`src/rtl/clock_pkg.sv`:
```
// clock_pkg: key channel FSM state encoding and counter sizing shared by the key conditioner
package clock_pkg;
  typedef enum logic [2:0] {
    KS_IDLE   = 3'd0,
    KS_PDEB   = 3'd1,
    KS_HELD   = 3'd2,
    KS_REPEAT = 3'd3,
    KS_RDEB   = 3'd4
  } ks_e;
  function automatic int cnt_w(input int deb, input int hold, input int rep);
    int m;
    m = (deb > hold) ? deb : hold;
    m = (m > rep) ? m : rep;
    return $clog2(m) + 1;
  endfunction
endpackage

```
`src/rtl/key_chan.sv`:
```
// key_chan: one key channel, two-flop synchronizer plus debounce/auto-repeat FSM
// Ports: clk, rst_n (async active-low), key (raw async level), rep_en (repeat enable),
//        pulse (registered one-cycle increment strobe), level (registered debounced state)
module key_chan
  import clock_pkg::*;
#(
  parameter int DEB_CYC  = 1_000_000,
  parameter int HOLD_CYC = 50_000_000,
  parameter int REP_CYC  = 10_000_000
) (
  input  logic clk,
  input  logic rst_n,
  input  logic key,
  input  logic rep_en,
  output logic pulse,
  output logic level
);
  localparam int CW = cnt_w(DEB_CYC, HOLD_CYC, REP_CYC);
  localparam logic [CW-1:0] DEB_C   = CW'(DEB_CYC);
  localparam logic [CW-1:0] HOLD_M1 = CW'(HOLD_CYC - 1);
  localparam logic [CW-1:0] REP_M1  = CW'(REP_CYC - 1);
  logic [1:0]    sync_q, sync_d;
  ks_e           state_q, state_d;
  logic [CW-1:0] cnt_q, cnt_d;
  logic          pulse_q, pulse_d;
  logic          level_q, level_d;
  logic          s;
  assign s = sync_q[1];
  always_comb begin
    sync_d  = {sync_q[0], key};
    state_d = state_q;
    cnt_d   = cnt_q;
    pulse_d = 1'b0;
    case (state_q)
      KS_IDLE: begin
        cnt_d = '0;
        if (s) begin
          state_d = KS_PDEB;
          cnt_d   = CW'(1);
        end
      end
      KS_PDEB: begin
        if (!s) begin
          state_d = KS_IDLE;
          cnt_d   = '0;
        end else if (cnt_q == DEB_C) begin
          state_d = KS_HELD;
          pulse_d = 1'b1;
          cnt_d   = '0;
        end else cnt_d = cnt_q + 1'b1;
      end
      KS_HELD: begin
        if (!s) begin
          state_d = KS_RDEB;
          cnt_d   = CW'(1);
        end else if (rep_en && cnt_q == HOLD_M1) begin
          state_d = KS_REPEAT;
          pulse_d = 1'b1;
          cnt_d   = '0;
        end else cnt_d = (cnt_q == '1) ? cnt_q : cnt_q + 1'b1;
      end
      KS_REPEAT: begin
        if (!s) begin
          state_d = KS_RDEB;
          cnt_d   = CW'(1);
        end else if (!rep_en) begin
          // saturated count can never match HOLD_CYC-1, so repeat stays off until re-press
          state_d = KS_HELD;
          cnt_d   = '1;
        end else if (cnt_q == REP_M1) begin
          pulse_d = 1'b1;
          cnt_d   = '0;
        end else cnt_d = cnt_q + 1'b1;
      end
      KS_RDEB: begin
        if (s) begin
          // a release bounce restarts the hold timer
          state_d = KS_HELD;
          cnt_d   = '0;
        end else if (cnt_q == DEB_C) begin
          state_d = KS_IDLE;
          cnt_d   = '0;
        end else cnt_d = cnt_q + 1'b1;
      end
      default: begin
        state_d = KS_IDLE;
        cnt_d   = '0;
      end
    endcase
    level_d = state_d inside {KS_HELD, KS_REPEAT, KS_RDEB};
  end
  always_ff @(posedge clk or negedge rst_n) begin
    if (!rst_n) begin
      sync_q  <= '0;
      state_q <= KS_IDLE;
      cnt_q   <= '0;
      pulse_q <= 1'b0;
      level_q <= 1'b0;
    end else begin
      sync_q  <= sync_d;
      state_q <= state_d;
      cnt_q   <= cnt_d;
      pulse_q <= pulse_d;
      level_q <= level_d;
    end
  end
  assign pulse = pulse_q;
  assign level = level_q;
endmodule

```
`src/rtl/key_pulse_conditioner.sv`:
```
// key_pulse_conditioner: NKEY independent debounced, auto-repeating key pulse channels
// Ports: Clk, RST (async active-low), Keys (raw async levels), RepEn (per-key repeat enable),
//        Pulse (one-cycle increment strobes), Level (debounced key states)
module key_pulse_conditioner #(
  parameter int NKEY     = 4,
  parameter int DEB_CYC  = 1_000_000,
  parameter int HOLD_CYC = 50_000_000,
  parameter int REP_CYC  = 10_000_000
) (
  input  logic            Clk,
  input  logic            RST,
  input  logic [NKEY-1:0] Keys,
  input  logic [NKEY-1:0] RepEn,
  output logic [NKEY-1:0] Pulse,
  output logic [NKEY-1:0] Level
);
  for (genvar i = 0; i < NKEY; i++) begin : g_chan
    key_chan #(
      .DEB_CYC (DEB_CYC),
      .HOLD_CYC(HOLD_CYC),
      .REP_CYC (REP_CYC)
    ) u_chan (
      .clk   (Clk),
      .rst_n (RST),
      .key   (Keys[i]),
      .rep_en(RepEn[i]),
      .pulse (Pulse[i]),
      .level (Level[i])
    );
  end
endmodule

```
`config.mk`:
```
export PLATFORM = sky130hd
export DESIGN_NAME = key_pulse_conditioner
export DESIGN_NICKNAME = d
export VERILOG_FILES = /design/src/rtl/clock_pkg.sv /design/src/rtl/key_chan.sv /design/src/rtl/key_pulse_conditioner.sv
export SDC_FILE = /design/constraint.sdc
export NUM_CORES = 1
export LEC_CHECK = 0
export ABC_CLOCK_PERIOD_IN_PS = 3000
export CORE_MARGIN = 10
export CORE_UTILIZATION = 39
export CTS_CLUSTER_SIZE = 40
export DETAILED_ROUTE_END_ITERATION = 8
export DONT_BUFFER_PORTS = 1
export HOLD_SLACK_MARGIN = 0.15
export PLACE_DENSITY_LB_ADDON = 0.3
export SLEW_MARGIN = 20
export SYNTH_ARGS = -nofsm -noshare
export SYNTH_HDL_FRONTEND = slang
export SYNTH_SLANG_ARGS = --single-unit
```
`constraint.sdc`:
```
create_clock -name Clk -period 3 [get_ports Clk]
set_input_delay 0.45 -clock Clk [delete_from_list [all_inputs] [get_ports Clk]]
set_output_delay 0.45 -clock Clk [all_outputs]
set_load 0.005 [all_outputs]
```
# After elaboration in Yosys (flattened, before gate mapping)
# Cells that the tools add are included.
[totals]
regBits = 136
latch_bits = 0
mem_bits_rw = 0
rom_bits = 0
in_bits = 10
output_inout_bits = 8
wordCells = 200
memories = 0
[op_classes]
add_sub_neg = 4
multipliers = 0
div_mod_pow = 0
magnitude_cmp = 0
eq_ne = 48
shifts = 0
muxes = 116
bitwise_logic = 0
reduce_logical = 12
[ops]
columns = ["operator", "n"]
rows = [
  ["two-way mux 27 bit", 36],
  ["case mux 27 bit (5 select lines)", 4],
  ["adder 27 x 1 -> 27 bit (second input constant)", 4],
  ["equality test 27 x 20 -> 1 bit (second input constant)", 4],
  ["equality test 27 x 24 -> 1 bit (second input constant)", 4],
  ["equality test 27 x 26 -> 1 bit (second input constant)", 4],
  ["equality test 27 bit (second input constant)", 4],
  ["two-way mux 3 bit", 36],
  ["case mux 3 bit (5 select lines)", 4],
  ["equality test 3 x 2 -> 1 bit (second input constant)", 16],
  ["two-way mux 1 bit", 32],
  ["equality test 3 bit (second input constant)", 8],
  ["inequality test 4 bit (second input constant)", 4],
  ["equality test 3 x 1 -> 1 bit (second input constant)", 4],
  ["logical NOT 3 bit", 4],
  ["case mux 1 bit (3 select lines)", 4],
  ["nonzero test 3 bit", 4],
  ["logical AND 1 bit", 4],
]

# Logic depth before layout (Yosys ltp)
[logic_depth]
ltp_word = 7
ltp_mapped = 10
mapped_depth_nobuf = 8

# Cells and area by module
# Synthesis repeated with hierarchy kept, for this count alone.
[hier_totals]
hier_cells = 896
area_unflattened_um2 = 8699.6
[by_module_without_submodules]
columns = ["mod", "n_inst", "cells_per_inst", "area_each_um2", "seq_area_each_um2"]
rows = [
  ["key_chan at g_chan[0].u_chan ...", 2, 229, 2289.7, 850.8],
  ["key_chan at g_chan[3].u_chan", 1, 227, 2082.0, 850.8],
  ["key_chan at g_chan[2].u_chan", 1, 211, 2038.2, 850.8],
]

# Worst setup path before layout
# No wires, ideal clock.
[synth_timing]
kind = "reg-to-reg"
from = "register g_chan[0].u_chan.cnt_q[13]"
to = "register g_chan[0].u_chan.cnt_q[10]"
setup_time_ps = 123
arrival_ps = 2199
required_time_ps = 2877
path_slack_ps = 678
stages_incl_launch_ff = 8
path_buffers = 1
period_less_slack_ps = 2322
path_cell_list = "dfrtp_1 > or4_1 > or4_4 > o2bb2ai_2 > o22ai_2 > a21oi_4 > buf_6 > a21oi_1"
[synth_between]
elab_chain_cells = 5
word_cells_on_any_way = 15
classes_between = "5 x eq/ne; 9 x mux; 1 x reduce/logical"
[synth_rtl]
columns = ["element", "line_no", "source"]
rows = [
  ["start, declared", "key_chan.sv:24", "logic [CW-1:0] cnt_q, cnt_d;"],
  ["start signal, assigned", "key_chan.sv:102", "cnt_q <= cnt_d;"],
  ["equality test 27 x 24 -> 1 bit / equality test 27 x 26 -> 1 bit (equally long branches)", "key_chan.sv:70, key_chan.sv:56", ""],
  ["two-way mux 27 bit / logical AND 1 bit (equally long branches)", "key_chan.sv:70, key_chan.sv:56", ""],
  ["two-way mux 27 bit (on tied branches)", "key_chan.sv:66, key_chan.sv:56", ""],
  ["two-way mux 27 bit (on tied branches)", "key_chan.sv:63, key_chan.sv:53", ""],
  ["case mux 27 bit (5 select lines)", "key_chan.sv:34", "case (state_q)"],
]
# Parallel ways exist; a longest one is shown, timed or not.
# A chain may end at the register's enable or synchronous reset.

# Worst setup path after layout
[layout_timing]
from = "register g_chan[3].u_chan.cnt_q[5]"
to = "register g_chan[3].u_chan.cnt_q[16]"
[layout_between]
elab_chain_cells = 5
word_cells_on_any_way = 17
classes_between = "1 x add/sub; 5 x eq/ne; 10 x mux; 1 x reduce/logical"
[layout_rtl]
columns = ["element", "line_no", "source"]
rows = [
  ["start, declared", "key_chan.sv:24", ""],
  ["start signal, assigned", "key_chan.sv:102", ""],
  ["adder 27 x 1 -> 27 bit (tied with other cells)", "-", ""],
  ["two-way mux 27 bit (tied with other cells)", "key_chan.sv:70", "end else if (cnt_q == REP_M1) begin"],
  ["two-way mux 27 bit (on tied branches)", "key_chan.sv:66, key_chan.sv:56", ""],
  ["two-way mux 27 bit (on tied branches)", "key_chan.sv:63, key_chan.sv:53", ""],
  ["case mux 27 bit (5 select lines)", "key_chan.sv:34", ""],
]
# Parallel ways exist; a longest one is shown, timed or not. The select of a mux whose other input is x is not followed.

==> results list <==
* Number of top-level pins: 18
- The synthesized netlist contains 76 unique library cells.
- Number of buffers added by the clock tree synthesis step: 17
- Failing checks: hold timing
- The synthesized netlist occupies a cell area of 7960 um2.
- Run status: finished, violations left
- Entering global routing, the biggest net connects 137 pins.
- The core region is 20,200 um2.
- By startpoint and endpoint, the worst setup path is classified as flip-flop to flip-flop.
* Initial core utilization: 0.395
- R2R Setup Slk: 0.43 ns
- Die H: 163 um
* Via count of the first global-routing pass: 6,289
- Post-synth top cells: sky130_fd_sc_hd__dfrtp_1, sky130_fd_sc_hd__nor2_1, sky130_fd_sc_hd__o21ai_0
* Total of flip-flops plus latches after synthesis: 136
- Counting every net in the synthesized netlist gives 890.
- Setup slack at placement: 0.448 ns
- FP Rows: 52
* Worst r2r src: g_chan[3].u_chan.cnt_q[5]
* Routability-driven placement congestion ratio: 0.848
* Worst slack on hold paths: -0.282 ns
* GRT Resource Usage Total: 0.142
* # hold bufs at CTS: 4
* Final setup slack of the worst path: 0.426 ns
* Nature of the critical path endpoint: flip-flop
* Number of hold-slack violations in the final timing report: 136
* Post CTS Setup Buffer Count: 0
- Cell at the root of the clock tree: sky130_fd_sc_hd__clkbuf_16
- Wires add up to 18,300 um.
* Full die area: 26,500 um2
- Number of antenna violations at the first check in global routing: 0
- The critical path starts at g_chan[3].u_chan.cnt_q[5].
* Clock sinks: 136
* EDFF count, synth: 0
- Once placement finished, the instance area stood at 8210 um2.
- Router iterations before antenna repair: 5
* Pins over their slew limit: 0
* Number of maximum-capacitance constraint violations: 0
- The biggest area contributor in the post-synthesis netlist is sky130_fd_sc_hd__dfrtp_1.
- Yosys attributes the largest share of cell area to sky130_fd_sc_hd__dfrtp_1, sky130_fd_sc_hd__xor2_1, sky130_fd_sc_hd__nor2_1.
- Summed over all layers, the global routing overflow is 0.
* Syn. warnings: 0
* Upper clock frequency limit: 389 MHz
* Util after Layout: 0.441
* Fillers: 1,956
- In this run, the number of DRC markers left after iteration 0 of detailed routing was 423.
- Gates resized, CTS repair: 0
- Average cell area after synthesis: 9.13 um2
* Worst min path class: input port to asynchronous set/reset pin
* DR vias/cell: 5.55
- Along the worst path, the maximum fanout reaches 15.
- Sequential area share after synthesis: 0.427
- From left edge to right edge, the die measures 163 um.
- Most frequently used cell type in the post-synthesis netlist: sky130_fd_sc_hd__dfrtp_1
* TritonCTS clock tree: yes
* R2R depth: 7
* Power per Cell Area: 479 nW/um2
- Gate Count Post-Synth: 872
- Placed Instances: 1,119
* RSZ-0062 raised after global routing: no
* Insertion delay of the later-clocked pin in the worst-skew pair: 0.43 ns
* Antenna Cells: 0
* Overall power of the completed layout: 4.26 mW
- Counting along the longest clock path gives a buffer depth of 2.
- Final cell count without fillers: 1,155
- Worst Skew: 0.00807 ns
- Measured against its own limit, the worst slew margin works out to 0.465.
* DRC violations left: 0
* Most used DFF post-synth: sky130_fd_sc_hd__dfrtp_1
* Min cycle time layout: 2.57 ns
* H-tree levels: 4
- Leakage power figure: 3.67 nW
- Maximum ir drop on the vdd rail: 0.307 mV
- The worst register-to-register path ends at g_chan[3].u_chan.cnt_q[16].
- Number of buffer cells added on primary ports: 0
- With fillers left out, the area of the finished cells amounts to 8890 um2.
- Vias: 6,408
- Data on the critical path is required at its endpoint by 3.29 ns.
- For the pin with the worst max-slew slack, the measured transition is 0.797 ns.
* Type of element launching the critical path: flip-flop
- Wire length of the first global-routing pass: 31,500 um
* Ys async rst share: 1.00
- After legalization and detailed placement, the total HPWL measured 12,200 um.
- Setup-violating endpoint count in the final report: 0
- Routed wirelength normalized by instance count: 15.8 um
* Clock-pin transition on the worst setup and hold timing paths: 0.06 ns
- At the worst endpoint, the arrival time is 2.87 ns.
* Fraction of final layout cells sized beyond drive strength 1: 0.105
- Layout Area Growth over Synthesis: 11.6%
- Of the post-synthesis cell area, the dominant cell type holds 0.427.
- ANT nets after route: 0
- For the final routed database, the setup TNS stands at 0 ns.
- Period utilization: 0.858
- In this run the worst setup path terminates at g_chan[3].u_chan.cnt_q[16].
* Total Nets Final: 890
==> report_power, final <==
group	total [mW]	internal, mW	switching (mW)
Clock	2.28	1.43	0.848
Sequential	1.88	1.85	0.0253
Combinational	0.103	0.0440	0.0592
Total	4.26	3.32	0.932
==> worst min path at each step <==
stage / startpoint / to / slack, ns / cells after the start
after detailed placement: RST / g_chan[0].u_chan.pulse / 0.16 / 0
after floorplan: RST / g_chan[0].u_chan.cnt_q[0] / 0.15 / 0
final: RST / g_chan[0].u_chan.cnt_q[2] / -0.28 / 0
after global routing: RST / g_chan[0].u_chan.cnt_q[4] / -0.30 / 0
after global placement: RST / g_chan[0].u_chan.cnt_q[2] / 0.16 / 0
after CTS: RST / g_chan[0].u_chan.cnt_q[4] / -0.30 / 0
==> cells in the final DEF, fill, tap and decap left out, types with 5 or more instances in the layout <==
| cell type | n |
|---|---|
| sky130_fd_sc_hd__nor3_1 | 24 |
| sky130_fd_sc_hd__or2_2 | 7 |
| sky130_fd_sc_hd__o21a_1 | 5 |
| sky130_fd_sc_hd__nor4b_1 | 6 |
| sky130_fd_sc_hd__nand4b_1 | 5 |
| sky130_fd_sc_hd__nor4_1 | 12 |
| sky130_fd_sc_hd__nor3b_1 | 11 |
| sky130_fd_sc_hd__xnor2_1 | 32 |
| sky130_fd_sc_hd__a31oi_1 | 13 |
| sky130_fd_sc_hd__a31o_2 | 7 |
| sky130_fd_sc_hd__a21oi_1 | 57 |
| sky130_fd_sc_hd__nand3_1 | 40 |
| sky130_fd_sc_hd__nand2_1 | 54 |
| sky130_fd_sc_hd__nand4_1 | 28 |
| sky130_fd_sc_hd__or3_1 | 5 |
| sky130_fd_sc_hd__o21ai_0 | 65 |
| sky130_fd_sc_hd__inv_1 | 22 |
| sky130_fd_sc_hd__nor2_1 | 97 |
| sky130_fd_sc_hd__a311oi_1 | 5 |
| sky130_fd_sc_hd__ha_1 | 8 |
| sky130_fd_sc_hd__nand2b_1 | 10 |
| sky130_fd_sc_hd__dfrtp_1 | 136 |
| sky130_fd_sc_hd__and4_1 | 18 |
| sky130_fd_sc_hd__and2_1 | 5 |
| sky130_fd_sc_hd__and3_1 | 25 |
| sky130_fd_sc_hd__xor2_1 | 52 |
| sky130_fd_sc_hd__buf_4 | 20 |
| sky130_fd_sc_hd__clkbuf_16 | 17 |
| sky130_fd_sc_hd__nor2b_1 | 10 |
==> worst max-delay path, stage by stage (launching register included) <==
cell and delay, ns:
sky130_fd_sc_hd__dfrtp_1 0.40, sky130_fd_sc_hd__or4b_2 0.67, sky130_fd_sc_hd__nor4_1 0.44, sky130_fd_sc_hd__nand3_1 0.22
sky130_fd_sc_hd__o211ai_1 0.15, sky130_fd_sc_hd__a21boi_2 0.21, sky130_fd_sc_hd__buf_4 0.21, sky130_fd_sc_hd__o21ai_0 0.12
==> metal layers <==
layer,share of wire,track usage,wire [um],vias up
met1,0.49,0.194,8990,3107
met4,0.014,0.0451,249,0
met3,0.038,0.0311,686,21
met2,0.46,0.218,8340,124
met5,0,0,0,-
li1,-,-,-,3156
==> cell type report <==
| cell class | instances | area (um2) | share of cell area |
|---|---|---|---|
| multi-input cells | 671 | 4240 | 0.477 |
| clock inverters | 12 | 189 | 0.0213 |
| repair buffers | 24 | 190 | 0.0214 |
| inverters | 22 | 82.6 | 0.00929 |
| well taps | 270 | 338 | 0.0380 |
| flip-flops and latches | 136 | 3400 | 0.383 |
| clock buffers | 20 | 447 | 0.0503 |
==> state kept, by name, summed over array words and instances, names as in the netlist <==
register,count
g_chan.u_chan.pulse,4
g_chan.u_chan.state_q,12
g_chan.u_chan.sync_q,8
g_chan.u_chan.cnt_q,108
g_chan.u_chan.level,4
==> cell families (layout without fill, tap and decap cells) <==
logic type / count (synthesis) / after routing / synth area share
compound gates: 186 / 186 / 0.144
xor+xnor: 84 / 84 / 0.0924
fa+ha+maj: 8 / 8 / 0.0126
buf+inv: 65 / 78 / 0.0412
flops: 136 / 136 / 0.427
mux: 1 / 1 / 0.00126
simple gates: 392 / 392 / 0.281
Power figures use the tool's default switching activity.
